===== src/rtl/stream_demux_1ton.sv =====
// ---------------------------------------------------------------------------
// stream_demux_1ton
//
// Registered 1:N stream demultiplexer with valid/ready handshakes and
// packet-locked routing. The destination of a packet is chosen on its first
// beat (explicit in_sel in mode 0, round-robin pointer in mode 1) and held
// until the beat carrying in_last is accepted. Every output channel owns a
// single-entry register, so an accepted beat shows up one cycle later and a
// channel can sustain one beat per cycle while its consumer keeps up.
// Packets addressed to a channel that does not exist are swallowed and
// flagged on drop_err, one pulse per beat.
//
// Ports:
//   clk        rising-edge clock
//   rst_n      asynchronous active-low reset
//   mode       0 = explicit select, 1 = round-robin per packet
//   in_valid   upstream beat valid
//   in_ready   upstream beat accepted when in_valid && in_ready
//   in_data    beat payload, DATA_W bits
//   in_last    final beat of a packet
//   in_sel     destination channel (mode 0, first beat only)
//   out_valid  per-channel valid, NUM_OUT bits
//   out_ready  per-channel consumer ready, NUM_OUT bits
//   out_data   channel k payload at [k*DATA_W +: DATA_W]
//   out_last   per-channel last flag
//   drop_err   one-cycle pulse per dropped beat
//   rr_ptr     current round-robin pointer (debug)
// ---------------------------------------------------------------------------
module stream_demux_1ton #(
    parameter int DATA_W  = 8,
    parameter int NUM_OUT = 4,
    parameter int SEL_W   = 2
) (
    input  logic                        clk,
    input  logic                        rst_n,
    input  logic                        mode,
    input  logic                        in_valid,
    output logic                        in_ready,
    input  logic [DATA_W-1:0]           in_data,
    input  logic                        in_last,
    input  logic [SEL_W-1:0]            in_sel,
    output logic [NUM_OUT-1:0]          out_valid,
    input  logic [NUM_OUT-1:0]          out_ready,
    output logic [NUM_OUT*DATA_W-1:0]   out_data,
    output logic [NUM_OUT-1:0]          out_last,
    output logic                        drop_err,
    output logic [SEL_W-1:0]            rr_ptr
);

    typedef enum logic {
        IDLE   = 1'b0,
        LOCKED = 1'b1
    } state_t;

    // One extra bit so the illegal-select compare also works when
    // NUM_OUT == 2**SEL_W (then no select value is illegal).
    localparam logic [SEL_W:0]   NUM_OUT_EXT = (SEL_W + 1)'(NUM_OUT);
    localparam logic [SEL_W-1:0] LAST_CH     = SEL_W'(NUM_OUT - 1);

    state_t               state;
    state_t               state_next;
    logic [SEL_W-1:0]     dest_q;
    logic                 drop_q;
    logic                 mode_q;
    logic                 run_en;

    logic [SEL_W-1:0]     cur_dest;
    logic                 cur_drop;
    logic                 cur_mode;
    logic                 dest_free;
    logic                 accept;
    logic [NUM_OUT-1:0]   chan_free;
    logic [NUM_OUT-1:0]   chan_write;

    // Routing decision for the beat currently offered. In IDLE it comes
    // straight from the inputs; once locked, the captured packet context is
    // used so later in_sel / mode changes have no effect.
    always_comb begin
        cur_dest = dest_q;
        cur_drop = drop_q;
        cur_mode = mode_q;
        if (state == IDLE) begin
            cur_mode = mode;
            if (mode) begin
                cur_dest = rr_ptr;
                cur_drop = 1'b0;
            end else begin
                cur_dest = in_sel;
                cur_drop = ({1'b0, in_sel} >= NUM_OUT_EXT);
            end
        end
    end

    // A channel can take a new beat if it is empty or is being drained this
    // cycle. Only the destination channel's state gates the upstream.
    always_comb begin
        chan_free = ~out_valid | out_ready;
        dest_free = 1'b0;
        for (int k = 0; k < NUM_OUT; k++) begin
            if (cur_dest == SEL_W'(k)) begin
                dest_free = chan_free[k];
            end
        end
    end

    // Dropped packets are always accepted so the upstream never stalls on
    // them; run_en keeps the input closed while reset is asserted.
    assign in_ready = run_en & (cur_drop | dest_free);
    assign accept   = in_valid & in_ready;

    always_comb begin
        chan_write = '0;
        for (int k = 0; k < NUM_OUT; k++) begin
            chan_write[k] = accept & ~cur_drop & (cur_dest == SEL_W'(k));
        end
    end

    // run_en clears asynchronously and sets on the first clock after release.
    always_ff @(posedge clk or negedge rst_n) begin
        if (!rst_n) begin
            run_en <= 1'b0;
        end else begin
            run_en <= 1'b1;
        end
    end

    // Per-channel output registers. A write wins over a drain, so a beat
    // arriving while the old one leaves simply replaces it and out_valid
    // stays high. With out_ready low and no write, everything holds.
    always_ff @(posedge clk or negedge rst_n) begin
        if (!rst_n) begin
            out_valid <= '0;
            out_data  <= '0;
            out_last  <= '0;
        end else begin
            for (int k = 0; k < NUM_OUT; k++) begin
                if (chan_write[k]) begin
                    out_valid[k]                   <= 1'b1;
                    out_data[k*DATA_W +: DATA_W]   <= in_data;
                    out_last[k]                    <= in_last;
                end else if (out_ready[k]) begin
                    out_valid[k] <= 1'b0;
                end
            end
        end
    end

    // Error pulse lands the cycle after each swallowed beat.
    always_ff @(posedge clk or negedge rst_n) begin
        if (!rst_n) begin
            drop_err <= 1'b0;
        end else begin
            drop_err <= accept & cur_drop;
        end
    end

    // Round-robin pointer advances on the last beat of a mode-1 packet,
    // using the mode captured at packet start.
    always_ff @(posedge clk or negedge rst_n) begin
        if (!rst_n) begin
            rr_ptr <= '0;
        end else if (accept && in_last && cur_mode) begin
            rr_ptr <= (rr_ptr == LAST_CH) ? '0 : rr_ptr + 1'b1;
        end
    end

    // Packet context captured on the first accepted beat.
    always_ff @(posedge clk or negedge rst_n) begin
        if (!rst_n) begin
            dest_q <= '0;
            drop_q <= 1'b0;
            mode_q <= 1'b0;
        end else if (state == IDLE && accept) begin
            dest_q <= cur_dest;
            drop_q <= cur_drop;
            mode_q <= cur_mode;
        end
    end

    always_ff @(posedge clk or negedge rst_n) begin
        if (!rst_n) begin
            state <= IDLE;
        end else begin
            state <= state_next;
        end
    end

    always_comb begin
        state_next = state;
        case (state)
            IDLE: begin
                if (accept && !in_last) begin
                    state_next = LOCKED;
                end
            end
            LOCKED: begin
                if (accept && in_last) begin
                    state_next = IDLE;
                end
            end
            default: state_next = IDLE;
        endcase
    end

endmodule


===== config.mk =====
export PLATFORM = sky130hd
export DESIGN_NAME = stream_demux_1ton
export DESIGN_NICKNAME = d
export VERILOG_FILES = /design/src/rtl/stream_demux_1ton.sv
export SDC_FILE = /design/constraint.sdc
export NUM_CORES = 1
export LEC_CHECK = 0
export BUFFER_PORTS_ARGS = -buffer_cell sky130_fd_sc_hd__buf_4
export CORE_MARGIN = 5
export CORE_UTILIZATION = 55
export DETAILED_ROUTE_END_ITERATION = 8
export MAX_ROUTING_LAYER = met4
export PLACE_DENSITY = 0.95
export SYNTH_ARGS = -nofsm -noshare
export SYNTH_HDL_FRONTEND = slang
export SYNTH_SLANG_ARGS = --single-unit

===== constraint.sdc =====
create_clock -name clk -period 5.4 [get_ports clk]
set_input_delay 1.62 -clock clk [delete_from_list [all_inputs] [get_ports clk]]
set_output_delay 1.62 -clock clk [all_outputs]
set_load 0.02 [all_outputs]

==> flow_summary.json, run 1 <==
{
  "run_status": "completed",
  "diodes": 0,
  "post_cts.resized_instances": 0,
  "critPathRequiredTime_ns": 3.78,
  "first_pass_iters": 4,
  "async_reset_ff_share_pct": 100,
  "drt_first_iter_violations": 77,
  "syn_to_final_growth_pct": 28.6,
  "post-route-min-period_ns": 4.79,
  "largest_net_degree_at_the_start_of_global_routing": 50,
  "rsz_0062_raised_after_global_routing": "false",
  "post_synth_xor_xnor_area_pct": 0,
  "floorplan.die_area_mm2": 0.00533,
  "timing.reg2reg.setup_slack_ns": 2.80,
  "timing.max_cap.violations": 0,
  "synth.area.mux_share_pct": 24.4,
  "synth_compound_area_share_pct": 7.04,
  "critPathArrivalTime_ns": 3.17,
  "synth_area_per_cell_um2": 14.7,
  "vias_per_cell": 5.47,
  "remaining_drc_errors": 0,
  "ir_drop_v": 0.000451,
  "io-pin-count": 63,
  "remaining_global_route_overflow": 0,
  "power_leakage_nw": 1.32,
  "gp_congestion": 0.822,
  "placedInstanceArea_mm2": 0.00269,
  "power.internal_w": 0.00110,
  "power_switching_w": 0.000672,
  "timing_hold_violations_final": 0,
  "crit_path_kind": "primary input to output pin",
  "count_of_buffers_added_by_post_cts_timing_repair_for_setup": 0,
  "min-delay-path-class": "flip-flop to flip-flop",
  "fin_setup_tns_ns": 0,
  "post_synth_fa_ha_maj_area_fraction_pct": 0.572,
  "ys_dominant_reg_cell": "dfrtp_1",
  "drive_above_1_share_pct": 58.8,
  "synth_top_family_by_area": "multiplexers",
  "synthesis.nets": 169,
  "clock_tree.buffer_depth": 2,
  "placement_rows": 23,
  "portBuffers": 62,
  "mappedNetlistArea_mm2": 0.00219,
  "antenna_left": 0,
  "startpoint_type": "primary input",
  "vias": 1454,
  "finClkSkew_ns": 0.00678,
  "first_global_vias": 1579,
  "routed_wirelength_mm": 4.69,
  "nets": 235,
  "cts-buffers-inserted": 5,
  "total_global_routing_track_utilization_pct": 20.0,
  "dieHeight_um": 73.0,
  "share_seq_of_total_power_pct": 36.7,
  "slew_viol_final": 0,
  "routed_wire_per_std_cell_um": 17.6,
  "ctsRootBufferMaster": "clkbuf_8",
  "hpwlAfterDp_mm": 3.43,
  "core_area_mm2": 0.00391,
  "slew-limit-headroom_pct": 43.0,
  "postCtsHoldBufs": 0,
  "final_area_mm2": 0.00281,
  "worstMarginPinSlew_ns": 0.852,
  "layout_worst_path_cycle_share_pct": 88.7,
  "ys_ff_latch": 49,
  "critical_path.endpoint_type": "output pin",
  "synth_edf_count": 0,
  "critical_path_peak_fanout": 6,
  "cts.sinks": 49,
  "power.density_cell_area_mw_per_mm2": 631,
  "grt_pass1_wl_mm": 7.75,
  "tritoncts": "done",
  "synthesis.instances": 149,
  "p_sw_share_pct": 37.9,
  "number_of_library_cell_types_mapped_by_synthesis": 33,
  "setup-violations-final": 0,
  "timing.fmax_ghz": 0.209,
  "clock_tree.htree_level_count": 2,
  "synth_simple_gate_area_share_pct": 10.1,
  "worstSkewPairLatency_ns": 0.30,
  "initial_utilization_pct": 55.9,
  "die_width_um": 73.0,
  "grt_antenna_before_repair": 0,
  "sequential_fraction_of_the_synthesis_area_pct": 56.1,
  "yosysWarnings": 0,
  "path_clk_slew_ns": 0.09,
  "pwr-share-clk_pct": 15.0,
  "comb_pwr_share_pct": 48.2
}
==> path summary, 6_finish.rpt <==
path / startpoint / to / depth (start not counted)
max: mode / in_ready / 6
min: mode_q$_DFFE_PN0P_ / mode_q$_DFFE_PN0P_ / 1
max reg2reg: flip-flop / dest_q[1]$_DFFE_PN0P_ / 5
min reg2reg: mode_q$_DFFE_PN0P_ / mode_q$_DFFE_PN0P_ / 1
max in group asynchronous: rst_n / out_data[25]$_DFFE_PN0P_ / 1
min in group asynchronous: rst_n / out_data[23]$_DFFE_PN0P_ / 1
==> critical path, cell delays in order <==
cell and delay (ns):
buf_4 0.14, mux2_4 0.33, o21ai_4 0.28, mux2_4 0.36, a211oi_1 0.25, buf_4 0.18
==> metal layers <==
metal / wire [um] / global-route usage [%] / vias up / part of all wire [%]
li1: - / - / 669 / -
met2: 2340 / 32.5 / 58 / 50
met5: 0 / - / - / 0
met4: 107 / 7.38 / 0 / 2.3
met1: 1950 / 24.7 / 717 / 42
met3: 288 / 3.99 / 10 / 6.1
==> kinds of logic (layout without fill, tap and decap cells) <==
kind of cell,after synthesis,after routing
simple gates,31,31
buf+inv,5,72
other cells,1,1
flops,49,49
mux,47,47
compound gates,15,15
fa+ha+maj,1,1
==> power groups by stage <==
stage	clock, W	sequential, W	combinational, W
3_3_place_gp	0	0.000647	0.000840
2_1_floorplan	0	0.000821	0.000346
3_5_place_dp	0	0.000657	0.000861
4_1_cts	0.000275	0.000652	0.000864
6_report	0.000267	0.000651	0.000855
5_1_grt	0.000291	0.000676	0.000913
==> registers in the layout, indices dropped and copies added (netlist names), named ones only <==
name	cells
drop_q	1
out_data	32
mode_q	1
run_en	1
rr_ptr	2
dest_q	2
out_valid	4
out_last	4
drop_err	1
==> synthesized netlist by cell type (3+ instances only) <==
| master | count | share of area [%] |
|---|---|---|
| nand3_1 | 3 | 0.69 |
| nand2_1 | 6 | 1.0 |
| nand2b_1 | 3 | 0.86 |
| mux2_2 | 39 | 20 |
| mux2_1 | 3 | 1.5 |
| o211ai_1 | 4 | 1.4 |
| nor2_1 | 3 | 0.52 |
| dfrtp_1 | 49 | 56 |
| mux2i_1 | 3 | 1.4 |
| or2_2 | 4 | 1.1 |
| and2b_2 | 3 | 1.2 |
==> metrics by stage <==
stage               hold WS (ns)  worst slack, ns  utilization [%]  total power [W]  std cells
finish                     0.496            0.609             71.8          0.00177        266
global route               0.503            0.560             71.8          0.00188        266
CTS                        0.499            0.610             71.8          0.00179        266
detailed placement         0.478            0.612             68.8          0.00152        258
global placement           0.466            0.658             68.8          0.00149        258
floorplan                  0.452            0.545                -          0.00117        149
==> area by class of cell <==
class                      instances  area (um2)
timing repair buffer              62         465
tap                               50        62.6
clock inverter                     2        37.5
multi-input combinational         95         930
sequential                        49        1230
inverter                           2        7.51
fill                             294        1100
clock buffer                       6        82.6
==> placed cells by master (no fill, tap or decap), types with 2 or more instances in the layout <==
cell type,Yosys,layout
a211oi_1,2,2
a2bb2oi_1,2,2
and2b_2,3,3
buf_4,0,62
clkbuf_8,0,6
dfrtp_1,49,49
inv_1,2,2
mux2_1,3,3
mux2_2,39,39
mux2_4,2,2
mux2i_1,3,3
nand2_1,6,6
nand2b_1,3,3
nand3_1,3,3
nor2_1,3,3
o211ai_1,4,4
or2_2,4,4
or2b_2,2,2
(Power assumes the default switching activity.)
==> inputs of run 2 (changes only) <==
Settings changed: CELL_PAD_IN_SITES_DETAIL_PLACEMENT set to 1, CELL_PAD_IN_SITES_GLOBAL_PLACEMENT set to 2, CORE_UTILIZATION 55 to 37.
==> run 2 against run 1 <==
Effect of this change:
- worst setup slack improved by 0.028 ns
- power increased by 0.11%
- sequential power about the same
- non-clock buffer count unchanged
- register-to-register slack got worse by 0.07 ns
- sequential share of layout area decreased by 0.42 points
- highest routed layer unchanged
==> flow_summary.json, run 2 (synthesized netlist as in run 1, its figures left out) <==
{
  "clock_tree.buffer_depth": 2,
  "critPathArrivalTime_ns": 3.14,
  "dieHeight_um": 86.9,
  "portBuffers": 62,
  "placement_rows": 28,
  "clock_tree.htree_level_count": 2,
  "slew_viol_final": 0,
  "layout.cells.most_common_list": "buf_4, dfrtp_1, mux2_2",
  "cts.sinks": 49,
  "largestRegisters": "out_data x32, out_last x4, out_valid x4",
  "floorplan.die_area_mm2": 0.00754,
  "timing.fmax_ghz": 0.210,
  "io-pin-count": 63,
  "die_width_um": 86.9,
  "most_frequent_standard_cell_in_the_layout_excluding_fill_and_tap_cells": "buf_4",
  "worstSkewPairLatency_ns": 0.29,
  "setup-violations-final": 0,
  "rsz_0062_raised_after_global_routing": "false",
  "fin_setup_tns_ns": 0,
  "layout_worst_path_cycle_share_pct": 88.2,
  "startpoint": "mode",
  "gp_congestion": 0.810,
  "count_of_buffers_added_by_post_cts_timing_repair_for_setup": 0,
  "fin_util_pct": 48.8,
  "critical_path.max_stage_delay_ns": 0.36,
  "syn_to_final_growth_pct": 29.9,
  "finalNonFillerCells": 291,
  "largest_reg_flops": 32,
  "critical_path_peak_fanout": 6,
  "timing_hold_violations_final": 0,
  "largest-register": "out_data",
  "total_global_routing_track_utilization_pct": 15.1,
  "placed_cells": 283,
  "vias": 1462,
  "remaining_drc_errors": 0,
  "run_status": "completed",
  "ir_drop_v": 0.000330,
  "crit_path_kind": "primary input to output pin",
  "finClkSkew_ns": 0.00685,
  "slew-limit-headroom_pct": 36.8,
  "preCtsSetupSlack_ns": 0.620,
  "cp_slowest_cell": "mux2_4",
  "critPathRequiredTime_ns": 3.78,
  "remaining_global_route_overflow": 0,
  "diodes": 0,
  "path_clk_slew_ns": 0.08,
  "startpoint_type": "primary input",
  "min-delay-path-class": "flip-flop to flip-flop",
  "routed_wire_per_std_cell_um": 17.5,
  "vias_per_cell": 5.02,
  "placedInstanceArea_mm2": 0.00272,
  "first_global_vias": 1696,
  "worst_setup_path_endpoint": "in_ready",
  "critical_path.endpoint_type": "output pin",
  "worstMarginPinSlew_ns": 0.944,
  "initial_utilization_pct": 37.6,
  "nets": 235,
  "final_area_mm2": 0.00284,
  "cts-buffers-inserted": 5,
  "ctsRootBufferMaster": "clkbuf_8",
  "r2r-end": "out_data[15]$_DFFE_PN0P_",
  "drive_above_1_share_pct": 58.3,
  "timing.reg2reg.setup_slack_ns": 2.73,
  "post-route-min-period_ns": 4.76,
  "post_cts.resized_instances": 0,
  "tritoncts": "done",
  "drt_first_iter_violations": 58,
  "grt_antenna_before_repair": 0,
  "routed_wirelength_mm": 5.09,
  "antenna_left": 0,
  "power.density_cell_area_mw_per_mm2": 625,
  "power_leakage_nw": 1.32,
  "timing.max_cap.violations": 0,
  "postCtsHoldBufs": 0,
  "largest_net_degree_at_the_start_of_global_routing": 50,
  "worst_r2r_path_depth": 5,
  "fin_ws_ns": 0.637,
  "core_area_mm2": 0.00582,
  "hpwlAfterDp_mm": 3.78,
  "grt_pass1_wl_mm": 8.67,
  "timing.critical_path.cells": "buf_4 > mux2_4 > o21ai_4 > mux2_4 > a211oi_1 > buf_4",
  "first_pass_iters": 4
}
==> run 2: critical path, delay by kind of cell <==
kind | cells | cell delay [ns]
buffers and inverters | 2 | 0.32
AO/OA/AOI/OAI | 2 | 0.51
multiplexers | 2 | 0.69
==> run 2: worst min path at each step <==
stage	from	depth (start not counted)	end
finish	dest_q[1]$_DFFE_PN0P_	1	dest_q[1]$_DFFE_PN0P_
detailed placement	dest_q[1]$_DFFE_PN0P_	1	dest_q[1]$_DFFE_PN0P_
global route	dest_q[1]$_DFFE_PN0P_	1	dest_q[1]$_DFFE_PN0P_
global placement	dest_q[1]$_DFFE_PN0P_	1	dest_q[1]$_DFFE_PN0P_
CTS	dest_q[1]$_DFFE_PN0P_	1	dest_q[1]$_DFFE_PN0P_
floorplan	dest_q[1]$_DFFE_PN0P_	1	dest_q[1]$_DFFE_PN0P_
==> run 2: routing by layer <==
layer,global-route usage (%),part of all wire (%)
met1,18.1,40
met2,25.3,51
met3,5.01,8.1
met4,2.55,0.20
met5,-,0
==> run 2: stage by stage <==
stage / hold WS (ns) / total power [W]
after floorplan: 0.452 / 0.00117
after global placement: 0.469 / 0.00150
after detailed placement: 0.483 / 0.00153
after CTS: 0.505 / 0.00181
after global routing: 0.527 / 0.00190
final: 0.502 / 0.00178
==> run 2: where the power goes <==
part	internal, W	leakage, nW	switching, W
sequential	0.000535	0.597	0.000114
clock	0.000151	0.0585	0.000117
combinational	0.000416	0.662	0.000443
total	0.00110	1.32	0.000674
==> run 2: cell type report <==
type / count / area (um2)
multi-input combinational: 95 / 930
inverter: 2 / 7.51
fill: 621 / 2980
clock buffer: 7 / 86.3
tap: 75 / 93.8
timing repair buffer: 62 / 465
sequential: 49 / 1230
clock inverter: 1 / 30.0
==> inputs of run 3 (changes only) <==
Settings changed: MAX_ROUTING_LAYER met4 to not set.
==> run 3 against run 2 <==
Effect of this change:
- sequential share of layout area unchanged
- critical path depth stayed put
- largest power group unchanged
- critical path type unchanged
- wire length shrank 0.16%
- cell count did not move
- worst hold slack worse by 0.0013 ns
==> flow_summary.json, run 3 (synthesized netlist as in run 1, its figures left out) <==
{
  "run_status": "completed",
  "count_of_buffers_added_by_post_cts_timing_repair_for_setup": 0,
  "multi_input_comb_area_um2": 930,
  "filler_cell_count": 621,
  "path_clk_slew_ns": 0.08,
  "io-pin-count": 63,
  "layout_worst_path_cycle_share_pct": 88.2,
  "routed_wirelength_mm": 5.08,
  "pwr-share-clk_pct": 15.0,
  "gp_congestion": 0.799,
  "cts-buffers-inserted": 5,
  "routed_wire_per_std_cell_um": 17.5,
  "diodes": 0,
  "ir_drop_v": 0.000328,
  "min-delay-path-class": "flip-flop to flip-flop",
  "ctsRootBufferMaster": "clkbuf_8",
  "timing.critical_path.cells": "buf_4 > mux2_4 > o21ai_4 > mux2_4 > a211oi_1 > buf_4",
  "timing.max_cap.violations": 0,
  "critPathRequiredTime_ns": 3.78,
  "critical_path_peak_fanout": 6,
  "rsz_0062_raised_after_global_routing": "false",
  "remaining_drc_errors": 0,
  "syn_to_final_growth_pct": 29.9,
  "critical_path.top_delay_family": "multiplexers",
  "layout.cells.most_common_list": "buf_4, dfrtp_1, mux2_2",
  "post-route-min-period_ns": 4.76,
  "power_leakage_nw": 1.32,
  "total_global_routing_track_utilization_pct": 14.8,
  "largestRegisters": "out_data x32, out_last x4, out_valid x4",
  "share_seq_of_total_power_pct": 36.6,
  "final.hold.worst_slack_ns": 0.501,
  "crit_path_kind": "primary input to output pin",
  "timing_hold_violations_final": 0,
  "vias_per_cell": 5.01,
  "finClkSkew_ns": 0.00685,
  "seq_area_mm2": 0.00123,
  "portBuffers": 62,
  "cp_slowest_cell": "mux2_4",
  "antenna_left": 0,
  "worstSkewPairLatency_ns": 0.29,
  "slew-limit-headroom_pct": 36.3,
  "drt_first_iter_violations": 50,
  "first_pass_iters": 4,
  "grt_antenna_before_repair": 0,
  "core_area_mm2": 0.00582,
  "setup-violations-final": 0,
  "remaining_global_route_overflow": 0,
  "critical_path.endpoint_type": "output pin",
  "critical_path_buf_inv_count": 2,
  "most_frequent_standard_cell_in_the_layout_excluding_fill_and_tap_cells": "buf_4",
  "critical_path.max_stage_delay_ns": 0.36,
  "largest_reg_flops": 32,
  "vias": 1457,
  "fin_setup_tns_ns": 0,
  "initial_utilization_pct": 37.6,
  "startpoint_type": "primary input",
  "dieHeight_um": 86.9,
  "clock_tree.buffer_depth": 2,
  "timing.fmax_ghz": 0.210,
  "largest-register": "out_data",
  "cts.sinks": 49,
  "postCtsHoldBufs": 0,
  "comb_pwr_share_pct": 48.4,
  "grt_pass1_wl_mm": 8.72,
  "tritoncts": "done",
  "clock_tree.htree_level_count": 2,
  "post_cts.resized_instances": 0,
  "power_switching_w": 0.000672,
  "power.internal_w": 0.00110,
  "hpwlAfterDp_mm": 3.78,
  "slew_viol_final": 0,
  "floorplan.die_area_mm2": 0.00754,
  "die_width_um": 86.9,
  "critPathArrivalTime_ns": 3.14,
  "worstMarginPinSlew_ns": 0.951,
  "placement_rows": 28,
  "first_global_vias": 1689,
  "power.density_cell_area_mw_per_mm2": 625,
  "drive_above_1_share_pct": 58.3,
  "nets": 235,
  "largest_net_degree_at_the_start_of_global_routing": 50,
  "p_sw_share_pct": 37.9
}
[run 3: layout make-up]
cell class,count,area share (%)
clock inverters,1,1.06
multi-input cells,95,32.7
repair buffers,62,16.4
flip-flops and latches,49,43.2
inverters,2,0.264
clock buffers,7,3.04
well taps,75,3.31
[run 3: metrics by stage]
| step | utilization, % | total power [W] | setup slack, ns | instances | area, um2 |
|---|---|---|---|---|---|
| final | 48.8 | 0.00177 | 0.637 | 291 | 2840 |
| after global routing | 48.8 | 0.00190 | 0.541 | 291 | 2840 |
| after CTS | 48.8 | 0.00181 | 0.626 | 291 | 2840 |
| after detailed placement | 46.8 | 0.00153 | 0.620 | 283 | 2720 |
| after global placement | 46.8 | 0.00150 | 0.633 | 283 | 2720 |
| after floorplan | - | 0.00117 | 0.545 | 149 | 2190 |
[run 3: worst paths after layout]
path	slack (ns)	cells after the start	to	from
hold / removal	0.50	1	dest_q[1]$_DFFE_PN0P_	dest_q[1]$_DFFE_PN0P_
hold reg to reg	0.50	1	dest_q[1]$_DFFE_PN0P_	dest_q[1]$_DFFE_PN0P_
min in group asynchronous	1.34	1	rr_ptr[1]$_DFFE_PN0P_	rst_n
setup reg to reg	2.72	5	out_data[15]$_DFFE_PN0P_	flip-flop
max in group asynchronous	3.63	1	drop_q$_DFFE_PN0P_	rst_n
setup / recovery	0.64	6	in_ready	mode
[run 3: routing by layer]
layer / up-vias / part of all wire, % / global-route usage (%) / wire length [um]
met2: 47 / 51 / 25.1 / 2590
li1: 672 / - / - / -
met4: 0 / 0.33 / 2.55 / 17
met1: 734 / 40 / 18.1 / 2020
met3: 4 / 8.8 / 5.58 / 447
met5: - / 0 / 0 / 0
[run 3: power groups by stage]
| stage | clock network (W) | registers [W] | logic [W] |
|---|---|---|---|
| floorplan | 0 | 0.000821 | 0.000346 |
| global placement | 0 | 0.000643 | 0.000855 |
| detailed placement | 0 | 0.000657 | 0.000875 |
| global route | 0.000297 | 0.000675 | 0.000929 |
| CTS | 0.000278 | 0.000653 | 0.000873 |
| finish | 0.000266 | 0.000650 | 0.000858 |
